<file path="src/rtl/fc_requant_argmax.sv">
// FC output requantizer with output FIFO and running argmax.
// Define FC_ARGMAX_EN to build the argmax tracker; otherwise argmax outputs are 0.
module fc_requant_argmax #(
    parameter int DATA_WIDTH = 16,
    parameter int OUT_WIDTH  = 8,
    parameter int NUM_OUT    = 4096,
    parameter int SHIFT      = 4,
    parameter int FIFO_DEPTH = 16
) (
    input  logic                       clk,
    input  logic                       rst,
    input  logic                       start,
    input  logic [DATA_WIDTH-1:0]      ofm_in,
    input  logic                       valid_in,
    output logic [OUT_WIDTH-1:0]       out_data,
    output logic                       out_valid,
    input  logic                       out_ready,
    output logic [$clog2(NUM_OUT)-1:0] argmax_idx,
    output logic [OUT_WIDTH-1:0]       argmax_val,
    output logic                       done,
    output logic                       overflow
);

    localparam int IW = $clog2(NUM_OUT);
    localparam int AW = $clog2(FIFO_DEPTH);
    localparam int EW = (DATA_WIDTH + 1 > OUT_WIDTH + 1) ? DATA_WIDTH + 1 : OUT_WIDTH + 1;

    typedef enum logic [1:0] {IDLE, RUN, DRAIN, DONE} state_t;

    state_t                 state_q, state_d;
    logic [IW-1:0]          cnt_q, cnt_d;
    logic                   pv_q, pv_d;
    logic [OUT_WIDTH-1:0]   pq_q, pq_d;
    logic [AW-1:0]          wptr_q, wptr_d;
    logic [AW-1:0]          rptr_q, rptr_d;
    logic [AW:0]            fcnt_q, fcnt_d;
    logic                   ovf_q, ovf_d;
    logic                   done_q, done_d;
    logic [OUT_WIDTH-1:0]   mem_q [FIFO_DEPTH];

    logic [EW-1:0]          sum_w;
    logic [EW-1:0]          sh_w;
    logic [OUT_WIDTH-1:0]   q_w;
    logic                   accept;
    logic                   pop;
    logic                   full;
    logic                   push;

    // Round-half-up shift; negative inputs clamp to zero, large ones saturate.
    always_comb begin
        sum_w = EW'(ofm_in) + EW'(1 << (SHIFT - 1));
        sh_w  = sum_w >> SHIFT;
        if (ofm_in[DATA_WIDTH-1]) begin
            q_w = '0;
        end else if (sh_w > EW'({OUT_WIDTH{1'b1}})) begin
            q_w = '1;
        end else begin
            q_w = sh_w[OUT_WIDTH-1:0];
        end
    end

    assign accept = (state_q == RUN) && valid_in && !start;
    assign pop    = (fcnt_q != '0) && out_ready;
    assign full   = (fcnt_q == (AW+1)'(FIFO_DEPTH));
    assign push   = pv_q && (!full || pop);

    always_comb begin
        state_d = state_q;
        cnt_d   = cnt_q;
        pv_d    = pv_q;
        pq_d    = pq_q;
        wptr_d  = wptr_q;
        rptr_d  = rptr_q;
        fcnt_d  = fcnt_q;
        ovf_d   = ovf_q;
        done_d  = done_q;
        if (start) begin
            state_d = RUN;
            cnt_d   = '0;
            pv_d    = 1'b0;
            pq_d    = '0;
            wptr_d  = '0;
            rptr_d  = '0;
            fcnt_d  = '0;
            ovf_d   = 1'b0;
            done_d  = 1'b0;
        end else begin
            pv_d = accept;
            pq_d = q_w;
            if (push) begin
                wptr_d = wptr_q + 1'b1;
            end
            if (pop) begin
                rptr_d = rptr_q + 1'b1;
            end
            fcnt_d = fcnt_q + (AW+1)'(push) - (AW+1)'(pop);
            if (pv_q && full && !pop) begin
                ovf_d = 1'b1;
            end
            if (accept) begin
                cnt_d = cnt_q + 1'b1;
                if (cnt_q == IW'(NUM_OUT - 1)) begin
                    state_d = DRAIN;
                end
            end
            if (state_q == DRAIN && !pv_q && fcnt_q == '0) begin
                state_d = DONE;
                done_d  = 1'b1;
            end
        end
    end

    always_ff @(posedge clk) begin
        if (rst) begin
            state_q <= IDLE;
            cnt_q   <= '0;
            pv_q    <= 1'b0;
            pq_q    <= '0;
            wptr_q  <= '0;
            rptr_q  <= '0;
            fcnt_q  <= '0;
            ovf_q   <= 1'b0;
            done_q  <= 1'b0;
        end else begin
            state_q <= state_d;
            cnt_q   <= cnt_d;
            pv_q    <= pv_d;
            pq_q    <= pq_d;
            wptr_q  <= wptr_d;
            rptr_q  <= rptr_d;
            fcnt_q  <= fcnt_d;
            ovf_q   <= ovf_d;
            done_q  <= done_d;
        end
    end

    always_ff @(posedge clk) begin
        if (!rst && !start && push) begin
            mem_q[wptr_q] <= pq_q;
        end
    end

    assign out_valid = (fcnt_q != '0);
    assign out_data  = out_valid ? mem_q[rptr_q] : '0;
    assign done      = done_q;
    assign overflow  = ovf_q;

`ifdef FC_ARGMAX_EN
    logic [IW-1:0]        amax_idx_q, amax_idx_d;
    logic [OUT_WIDTH-1:0] amax_val_q, amax_val_d;

    // Strictly-greater update keeps the earliest index on ties.
    always_comb begin
        amax_idx_d = amax_idx_q;
        amax_val_d = amax_val_q;
        if (start) begin
            amax_idx_d = '0;
            amax_val_d = '0;
        end else if (accept && q_w > amax_val_q) begin
            amax_idx_d = cnt_q;
            amax_val_d = q_w;
        end
    end

    always_ff @(posedge clk) begin
        if (rst) begin
            amax_idx_q <= '0;
            amax_val_q <= '0;
        end else begin
            amax_idx_q <= amax_idx_d;
            amax_val_q <= amax_val_d;
        end
    end

    assign argmax_idx = amax_idx_q;
    assign argmax_val = amax_val_q;
`else
    assign argmax_idx = '0;
    assign argmax_val = '0;
`endif

endmodule
</file>
<file path="config.mk">
export PLATFORM = sky130hd
export DESIGN_NAME = fc_requant_argmax
export DESIGN_NICKNAME = d
export VERILOG_FILES = /design/src/rtl/fc_requant_argmax.sv
export SDC_FILE = /design/constraint.sdc
export NUM_CORES = 1
export LEC_CHECK = 0
export CAP_MARGIN = 20
export CELL_PAD_IN_SITES_DETAIL_PLACEMENT = 0
export CELL_PAD_IN_SITES_GLOBAL_PLACEMENT = 2
export CORE_ASPECT_RATIO = 1.2
export CORE_UTILIZATION = 43
export CTS_CLUSTER_SIZE = 30
export DETAILED_ROUTE_END_ITERATION = 7
export GPL_TIMING_DRIVEN = 1
export PLACE_DENSITY = 0.87
export SLEW_MARGIN = 0
export SYNTH_ARGS = -nofsm -noshare
export SYNTH_HDL_FRONTEND = slang
export SYNTH_SLANG_ARGS = --single-unit
</file>
<file path="constraint.sdc">
create_clock -name clk -period 3.6 [get_ports clk]
set_input_delay 0.36 -clock clk [delete_from_list [all_inputs] [get_ports clk]]
set_output_delay 0.36 -clock clk [all_outputs]
set_load 0.05 [all_outputs]
</file>
; ---- Word-level counts from Yosys, hierarchy flattened
; Memory sizes are Yosys's and may differ from the RTL's. A register that Yosys moved wholly into a read port is not among the register bits.
; Index checks and enable logic that the tools add are counted.
[word_totals]
latchBits = 0
inputBits = 21
ram_bits = 128
output_inout_bits = 31
rom_bits = 0
ff_bits = 38
mem_count = 1
[mem_list]
columns = memory, depth, word_bits, rd, rd_clocked_by_memory_dff, wr, line_no
row1 = mem_q, 16, 8, 1, 1, 1, 39  ; logic [OUT_WIDTH-1:0] mem_q [FIFO_DEPTH];
[op_classes]
addsub = 6
mul = 0
n_reduce_logical = 26
bitwise_logic = 0
div = 0
n_lt_le_gt_ge = 1
mux = 10
n_eq_ne = 4
n_shift = 0
[op_table]
columns = op, count
row1 = "16-bit by 4-bit adder with 17-bit output, second input constant", 1
row2 = 8-bit 2-to-1 mux, 2
row3 = "13-bit by 8-bit greater-than comparator with 1-bit output, second input constant", 1
row4 = "12-bit by 1-bit adder with 12-bit output, second input constant", 1
row5 = "12-bit == test, second input constant", 1
row6 = 1-bit logical AND, 10
row7 = "4-bit by 1-bit adder with 4-bit output, second input constant", 2
row8 = 4-bit 2-to-1 mux, 2
row9 = 2-bit 2-to-1 mux, 3
row10 = 3-bit nonzero test, 2
row11 = 5-bit by 1-bit adder with 5-bit output, 1
row12 = "5-bit == test, second input constant", 1
row13 = 1-bit logical NOT, 5
row14 = 5-bit logical NOT, 1
row15 = 5-bit nonzero test, 1
row16 = 5-bit by 1-bit subtractor with 5-bit output, 1
row17 = 2-bit AND reduction, 2
row18 = 2-bit nonzero test, 2
row19 = 1-bit 2-to-1 mux, 3
row20 = 3-bit OR reduction, 1
row21 = "2-bit by 1-bit == test with 1-bit output, second input constant", 1
row22 = "2-bit == test, second input constant", 1
row23 = 2-bit OR reduction, 1
row24 = 1-bit logical OR, 1

; ---- Longest topological paths before layout
; Gate-level depths: netlist of the first run.
[logic_depth]
ltp_word = 7
mapped_depth = 15
depth_no_buf = 14

; ---- Worst setup path before layout of the first run
; Ideal clock, no wire load.
[synth_path]
path_type = register -> register
from = register fcnt_q[3]
to = register fcnt_q[4]
period_less_slack_ns = 2.811
stages_incl_launch_ff = 16
required_ns = 3.470
setup_slack_ns = 0.789
arrival_time_ns = 2.681
setup_ns = 0.130
n_path_buf = 1
path_cell_list = dfxtp_1 > inv_1 > ha_1 > or4b_1 > buf_6 > nand2_1 > inv_1 > ha_1 > inv_1 > ha_1 > inv_1 > fa_1 > nand2b_1 > a21oi_1 > o21ai_0 > nor3b_1
[synth_between]
elab_chain_cells = 6
word_cells_on_any_way = 8
classes_between = add/sub (2) / eq/ne (1) / reduce/logical (5)
[synth_rtl]
columns = element, line_no
row1 = from (decl), 36  ; logic [AW:0] fcnt_q, fcnt_d;
row2 = from (signal assigned), 131  ; fcnt_q <= fcnt_d;
row3 = 5-bit nonzero test *, -
row4 = named net out_valid, 16  ; output logic out_valid,
row5 = 1-bit logical AND *, 63  ; assign pop = (fcnt_q != '0) && out_ready;
row6 = named net pop, 45  ; logic pop;
row7 = 1-bit logical OR, 65  ; assign push = pv_q && (!full || pop);
row8 = 1-bit logical AND, 65
row9 = 5-bit by 1-bit adder with 5-bit output, 96  ; fcnt_d = fcnt_q + (AW+1)'(push) - (AW+1)'(pop);
row10 = 5-bit by 1-bit subtractor with 5-bit output *, 96
; Mark *: on every way through the listed nets, which the timed path passes. The rest lies on a longest branch.
; A chain may end at the register's enable or synchronous reset.

; ---- Worst setup path in the final report of the first run
[layout_path]
from = register fcnt_q[2]
to = output out_data[7]
[layout_between]
elab_chain_cells = 2
[layout_rtl]
columns = element, line_no
row1 = 5-bit nonzero test, 143  ; assign out_valid = (fcnt_q != '0);
row2 = 8-bit 2-to-1 mux, 144  ; assign out_data = out_valid ? mem_q[rptr_q] : '0;
row3 = to (decl), 15  ; output logic [OUT_WIDTH-1:0] out_data,
; Every way passes these cells.

==> flow_summary.json, run 1 <==
{
  "gp_congestion": 0.7413,
  "initial_core_util": 0.4456,
  "nets": 534,
  "cts.sinks": 170,
  "critPathMaxFanout": 8,
  "rsz0062_at_grt": "no",
  "antenna_cells": 0,
  "yosysWarnings": 0,
  "dp.cells": 688,
  "fmax_mhz": 301.8,
  "hold_violations": 0,
  "io_buffer_count": 28,
  "routed_wl_um": 13260,
  "cts_root_buffer": "clkbuf_16",
  "num_vias": 3690,
  "antenna_found_initial": 0,
  "grt_pass1_wl_um": 20930,
  "synth_cell_types": 47,
  "dp_hpwl_um": 8958,
  "fp.dieW_um": 118.9,
  "cp_cell_sequence": "inv_1 > ha_1 > or4b_1 > or2b_1 > o22ai_1 > clkdlybuf4s50_1",
  "ys_seq_area_frac": 0.6642,
  "synth_seq_cells": 170,
  "grtUsageTotal": 0.1705,
  "drv_slew": 0,
  "timing.final.crit_share": 0.9205,
  "grt_max_degree": 33,
  "wl_per_cell_um": 18.47,
  "vias_per_cell": 5.139,
  "syn2layout_area_growth_pct": 14.74,
  "cts_max_path_buffers": 2,
  "slowest_delay_ns": 0.73,
  "gr-total-overflow": 0,
  "numCtsBuffers": 17,
  "final_cells": 718,
  "clkTransAtPathRegs_ns": 0.06,
  "remaining_drc_errors": 0,
  "insertion_delay_ns": 0.42,
  "worstMarginPinSlew_ns": 0.8795,
  "coreArea_sq_um": 15830,
  "grt_pass1_vias": 3847,
  "path_class": "flip-flop to primary output",
  "synth_area_leader_cell": "edfxtp_1",
  "fin_setup_tns_ns": 0,
  "worst_ep_required_time_ns": 3.24,
  "power.switching_mw": 1.364,
  "synth_top_flop_cell": "edfxtp_1",
  "synth_area_sq_um": 7053,
  "rows": 50,
  "p_sw_frac": 0.2843,
  "setup_violations": 0,
  "r2r.worst_path.cells": 14,
  "clock_skew_ns": 0.008444,
  "die-area_sq_um": 16920,
  "synth.top_cell.area_share": 0.5450,
  "powerDensity_nw_per_um2": 592.7,
  "peakVddDrop_mv": 0.3047,
  "min_path_cells": 2,
  "die_h_um": 142.3,
  "clkPwrFrac": 0.342,
  "h-tree-depth": 4,
  "final_core_util": 0.5113,
  "min_period_ns": 3.314,
  "avgSynthCellArea_sq_um": 15.54,
  "relSlewSlack": 0.4115,
  "p_leak_nw": 2.754,
  "cts_hold_buf": 0,
  "p_seq_frac": 0.455,
  "cp-start-kind": "flip-flop",
  "crit_slowest_cell": "clkdlybuf4s50_1",
  "cts-resized-gates": 0,
  "synth_edf_count": 128,
  "cts_tree": "built",
  "ant_nets": 0,
  "combinationalPowerShare": 0.203,
  "ys_async_sr_fraction": 0,
  "p_int_mw": 3.433,
  "hold_class": "flip-flop to flip-flop",
  "outcome": "finished, final reports clean",
  "first_pass_iters": 5,
  "cts_setup_buffers": 0,
  "crit_arrival_ns": 2.95,
  "layout-drive-gt1-share": 0.1627,
  "synthCells": 454,
  "cap_violations": 0,
  "pin_count": 52,
  "critPathCaptureType": "primary output",
  "ys_top_cells_by_area": "edfxtp_1 (54%), dfxtp_1 (12%), mux4_2 (10%)",
  "drt_iter0_markers": 361,
  "total_power_mw": 4.796
}
==> Yosys cell counts (9+ instances only) <==
cell,count
nor2_1,48
mux2i_1,18
inv_1,13
nand3_1,12
ha_1,13
dfxtp_1,42
xor2_1,12
edfxtp_1,128
mux4_2,32
nand2_1,17
xnor2_1,11
a21oi_1,9
buf_4,20
==> cells in the final DEF (no fill, tap or decap), types with 8 or more instances in the layout <==
cell type / instances
a21oi_1: 9
a31oi_1: 8
buf_4: 13
clkbuf_16: 17
clkdlybuf4s50_1: 28
conb_1: 20
dfxtp_1: 41
edfxtp_1: 128
ha_1: 13
inv_1: 13
mux2i_1: 18
mux4_2: 32
nand2_1: 17
nand3_1: 12
nor2_1: 48
o22ai_1: 8
xnor2_1: 11
xor2_1: 12
==> routing by layer <==
metal	routed length [um]	global-route usage	part of all wire	up-vias
met3	506	0.04167	0.038	8
met5	0	0	0	-
li1	-	-	-	1773
met1	5387	0.2005	0.41	1840
met2	7232	0.3022	0.55	69
met4	135	0.06329	0.010	0
==> area by class of cell <==
cell class / count / area, sq um
clock buffer: 18 / 429.2
fill: 1309 / 7735
tap: 208 / 260.3
inverter: 13 / 48.80
multi-input combinational: 255 / 2170
sequential: 170 / 4686
timing repair buffer: 42 / 397.9
clock inverter: 12 / 101.3
==> stage by stage <==
step	cell area (sq um)	worst slack [ns]	hold WS, ns
after floorplan	7124	0.7893	0.4291
after detailed placement	7562	0.4462	0.4786
after CTS	8093	0.2307	0.4939
final	8093	0.2863	0.4841
after global routing	8093	0.1207	0.5228
after global placement	7562	0.4858	0.4686
==> critical path, delay by kind of cell (launching register included) <==
family                     cells  cell delay (ns)
adders and majority gates      1             0.16
DFF                            1             0.31
buffers and inverters          2             0.81
and+or+nand+nor                2             1.09
AOI/OAI and AO/OA              1             0.15
==> power by group through the flow <==
| stage | Clock, mW | Combinational [mW] | Sequential (mW) |
|---|---|---|---|
| after floorplan | 0 | 0.783 | 2.19 |
| after global routing | 1.76 | 1.05 | 2.19 |
| after CTS | 1.67 | 0.988 | 2.18 |
| after detailed placement | 0 | 0.983 | 2.23 |
| final | 1.64 | 0.976 | 2.18 |
| after global placement | 0 | 0.977 | 2.22 |
==> flip-flops by register name, indices dropped and copies added (netlist names), named ones only <==
register and flops:
fcnt_q 5, wptr_q 4, cnt_q 12, done 1, state_q 2, rptr_q 4, overflow 1, pq_q 8
mem_q 128, pv_q 1
==> path summary, 6_finish.rpt <==
| kind | start | to | slack (ns) |
|---|---|---|---|
| max | fcnt_q[2] | out_data[7] | 0.29 |
| min | done | done | 0.48 |
| max reg2reg | fcnt_q[2] | fcnt_q[4] | 0.50 |
| min reg2reg | done | done | 0.48 |
==> logic make-up after synthesis <==
family | after synthesis | synth area share
flip-flops | 170 | 0.6642
AND/OR/NAND/NOR | 112 | 0.08231
multiplexers | 50 | 0.1277
buffers and inverters | 48 | 0.03832
AO/OA/AOI/OAI | 36 | 0.03246
XOR/XNOR | 23 | 0.02856
adder cells (fa/ha/maj) | 14 | 0.02590
other | 1 | 0.0005317
Note: power is estimated with default switching activity, not from simulation.
==> inputs of run 2 (changes only) <==
- clock period: 3.6 -> 4.1 ns (I/O delays scaled with it)
==> flow_summary.json, run 2 (synthesis gave the netlist of run 1 again) <==
{
  "outcome": "finished, final reports clean",
  "remaining_drc_errors": 0,
  "worst_ep_required_time_ns": 3.69,
  "p_int_mw": 3.159,
  "cts_tree": "built",
  "final_cells": 709,
  "min_period_ns": 3.424,
  "slowest_delay_ns": 0.72,
  "placed_area_sq_um": 7480,
  "die-area_sq_um": 16920,
  "highest_layer": "met4",
  "gr-total-overflow": 0,
  "cts_setup_buffers": 0,
  "finalInstanceArea_sq_um": 8063,
  "cap_violations": 0,
  "first_pass_iters": 5,
  "top_register": "mem_q",
  "clock_skew_ns": 0.008154,
  "worstMarginPinSlew_ns": 0.9458,
  "cts_root_buffer": "clkbuf_16",
  "powerDensity_nw_per_um2": 539.9,
  "wl_per_cell_um": 18.13,
  "power.switching_mw": 1.194,
  "p_seq_frac": 0.440,
  "critPathMaxFanout": 18,
  "die_h_um": 142.3,
  "grt_pass1_vias": 3727,
  "coreArea_sq_um": 15830,
  "fin_setup_tns_ns": 0,
  "drv_slew": 0,
  "dp_hpwl_um": 8697,
  "ant_nets": 0,
  "hold_violations": 0,
  "dp.cells": 677,
  "gp_congestion": 0.7389,
  "wl_met3_um": 673,
  "crit_arrival_ns": 3.01,
  "pin_count": 52,
  "largest_reg_flops": 128,
  "combinationalPowerShare": 0.198,
  "fmax_mhz": 292.0,
  "path_class": "flip-flop to primary output",
  "syn2layout_area_growth_pct": 14.32,
  "nets": 523,
  "initial_core_util": 0.4456,
  "cts_hold_buf": 0,
  "nFillCells": 1319,
  "wl_met2_um": 6884,
  "clkTransAtPathRegs_ns": 0.06,
  "grt_max_degree": 33,
  "cts_max_path_buffers": 2,
  "hold_class": "flip-flop to flip-flop",
  "io_buffer_count": 28,
  "setup_violations": 0,
  "timing.final.crit_share": 0.8352,
  "crit_slowest_cell": "clkdlybuf4s50_1",
  "critPathCaptureType": "primary output",
  "final_cell_mix": "edfxtp_1 (128), nor2_1 (48), dfxtp_1 (41), mux4_2 (32), clkdlybuf4s50_1 (28)",
  "peakVddDrop_mv": 0.3053,
  "routed_wl_um": 12850,
  "grtUsageTotal": 0.1631,
  "num_vias": 3701,
  "drt_iter0_markers": 348,
  "total_power_mw": 4.353,
  "cp_cell_sequence": "buf_12 > mux4_2 > mux2i_1 > o22ai_1 > clkdlybuf4s50_1",
  "cts.sinks": 170,
  "final_common_cell": "edfxtp_1",
  "grt_pass1_wl_um": 20030,
  "cpLargestDelayFamily": "buffers and inverters",
  "layout-drive-gt1-share": 0.1397,
  "rows": 50,
  "h-tree-depth": 4,
  "insertion_delay_ns": 0.42,
  "cts-resized-gates": 0,
  "clkPwrFrac": 0.362,
  "relSlewSlack": 0.3671,
  "p_leak_nw": 2.718,
  "rsz0062_at_grt": "no",
  "numCtsBuffers": 17,
  "vias_per_cell": 5.220,
  "antenna_found_initial": 0,
  "p_sw_frac": 0.2743,
  "crit_buf_inv": 2,
  "fp.dieW_um": 118.9,
  "m1WireLength_um": 5166,
  "antenna_cells": 0,
  "cp-start-kind": "flip-flop",
  "top_regs": "mem_q (128), cnt_q (12), pq_q (8)"
}
==> run 2: cell types whose count changed in the layout (fill, tap and decap cells not counted) <==
cell	previous run	this run
clkbuf_8	0	1
inv_6	2	0
bufinv_16	1	3
clkinv_4	2	1
clkinvlp_2	1	0
buf_4	13	2
clkinv_2	4	3
clkbuf_1	1	5
==> run 2: path summary, 6_finish.rpt <==
kind	slack, ns	start	end	cells after the start
worst min register to register	0.47	done	done	2
worst max-delay path	0.68	flip-flop	out_data[1]	5
worst max register to register	0.98	fcnt_q[2]	fcnt_q[4]	14
worst min-delay path	0.47	done	done	2
==> run 2: worst reg2reg max path: stages, from the launching register on <==
cell      delay, ns
dfxtp_1        0.31
inv_1          0.08
ha_1           0.16
or4b_1         0.64
nand2_1        0.20
inv_1          0.06
ha_1           0.28
inv_1          0.06
ha_1           0.16
inv_1          0.06
fa_1           0.39
nand2b_1       0.17
a21oi_1        0.18
o21ai_0        0.10
nor3b_1        0.14
==> run 2: routing by layer <==
layer | up-vias | global-route usage
met2 | 76 | 0.2859
met4 | 0 | 0.04797
met5 | - | 0
met1 | 1854 | 0.1956
met3 | 12 | 0.04607
li1 | 1759 | -
==> run 2: power groups by stage <==
| stage | Combinational [mW] | Clock [mW] | Sequential (mW) |
|---|---|---|---|
| 3_5_place_dp | 0.871 | 0 | 1.95 |
| 6_report | 0.861 | 1.58 | 1.92 |
| 2_1_floorplan | 0.688 | 0 | 1.92 |
| 3_3_place_gp | 0.861 | 0 | 1.95 |
| 5_1_grt | 0.925 | 1.68 | 1.92 |
| 4_1_cts | 0.873 | 1.61 | 1.92 |
==> run 2: final cells by class <==
| type | instances | area [sq um] | area share |
|---|---|---|---|
| flip-flops and latches | 170 | 4686 | 0.5812 |
| multi-input cells | 255 | 2170 | 0.2691 |
| repair buffers | 31 | 315.3 | 0.03911 |
| clock inverters | 9 | 125.1 | 0.01552 |
| well taps | 208 | 260.3 | 0.03228 |
| inverters | 13 | 48.80 | 0.006052 |
| clock buffers | 23 | 457.9 | 0.05680 |
==> run 2: stage by stage <==
stage | setup slack [ns] | utilization | hold slack (ns)
after detailed placement | 0.8964 | 0.4726 | 0.4614
final | 0.6759 | 0.5094 | 0.4744
after global placement | 0.9268 | 0.4726 | 0.4573
after CTS | 0.5931 | 0.5094 | 0.4838
after floorplan | 1.289 | - | 0.4583
after global routing | 0.4994 | 0.5094 | 0.5130
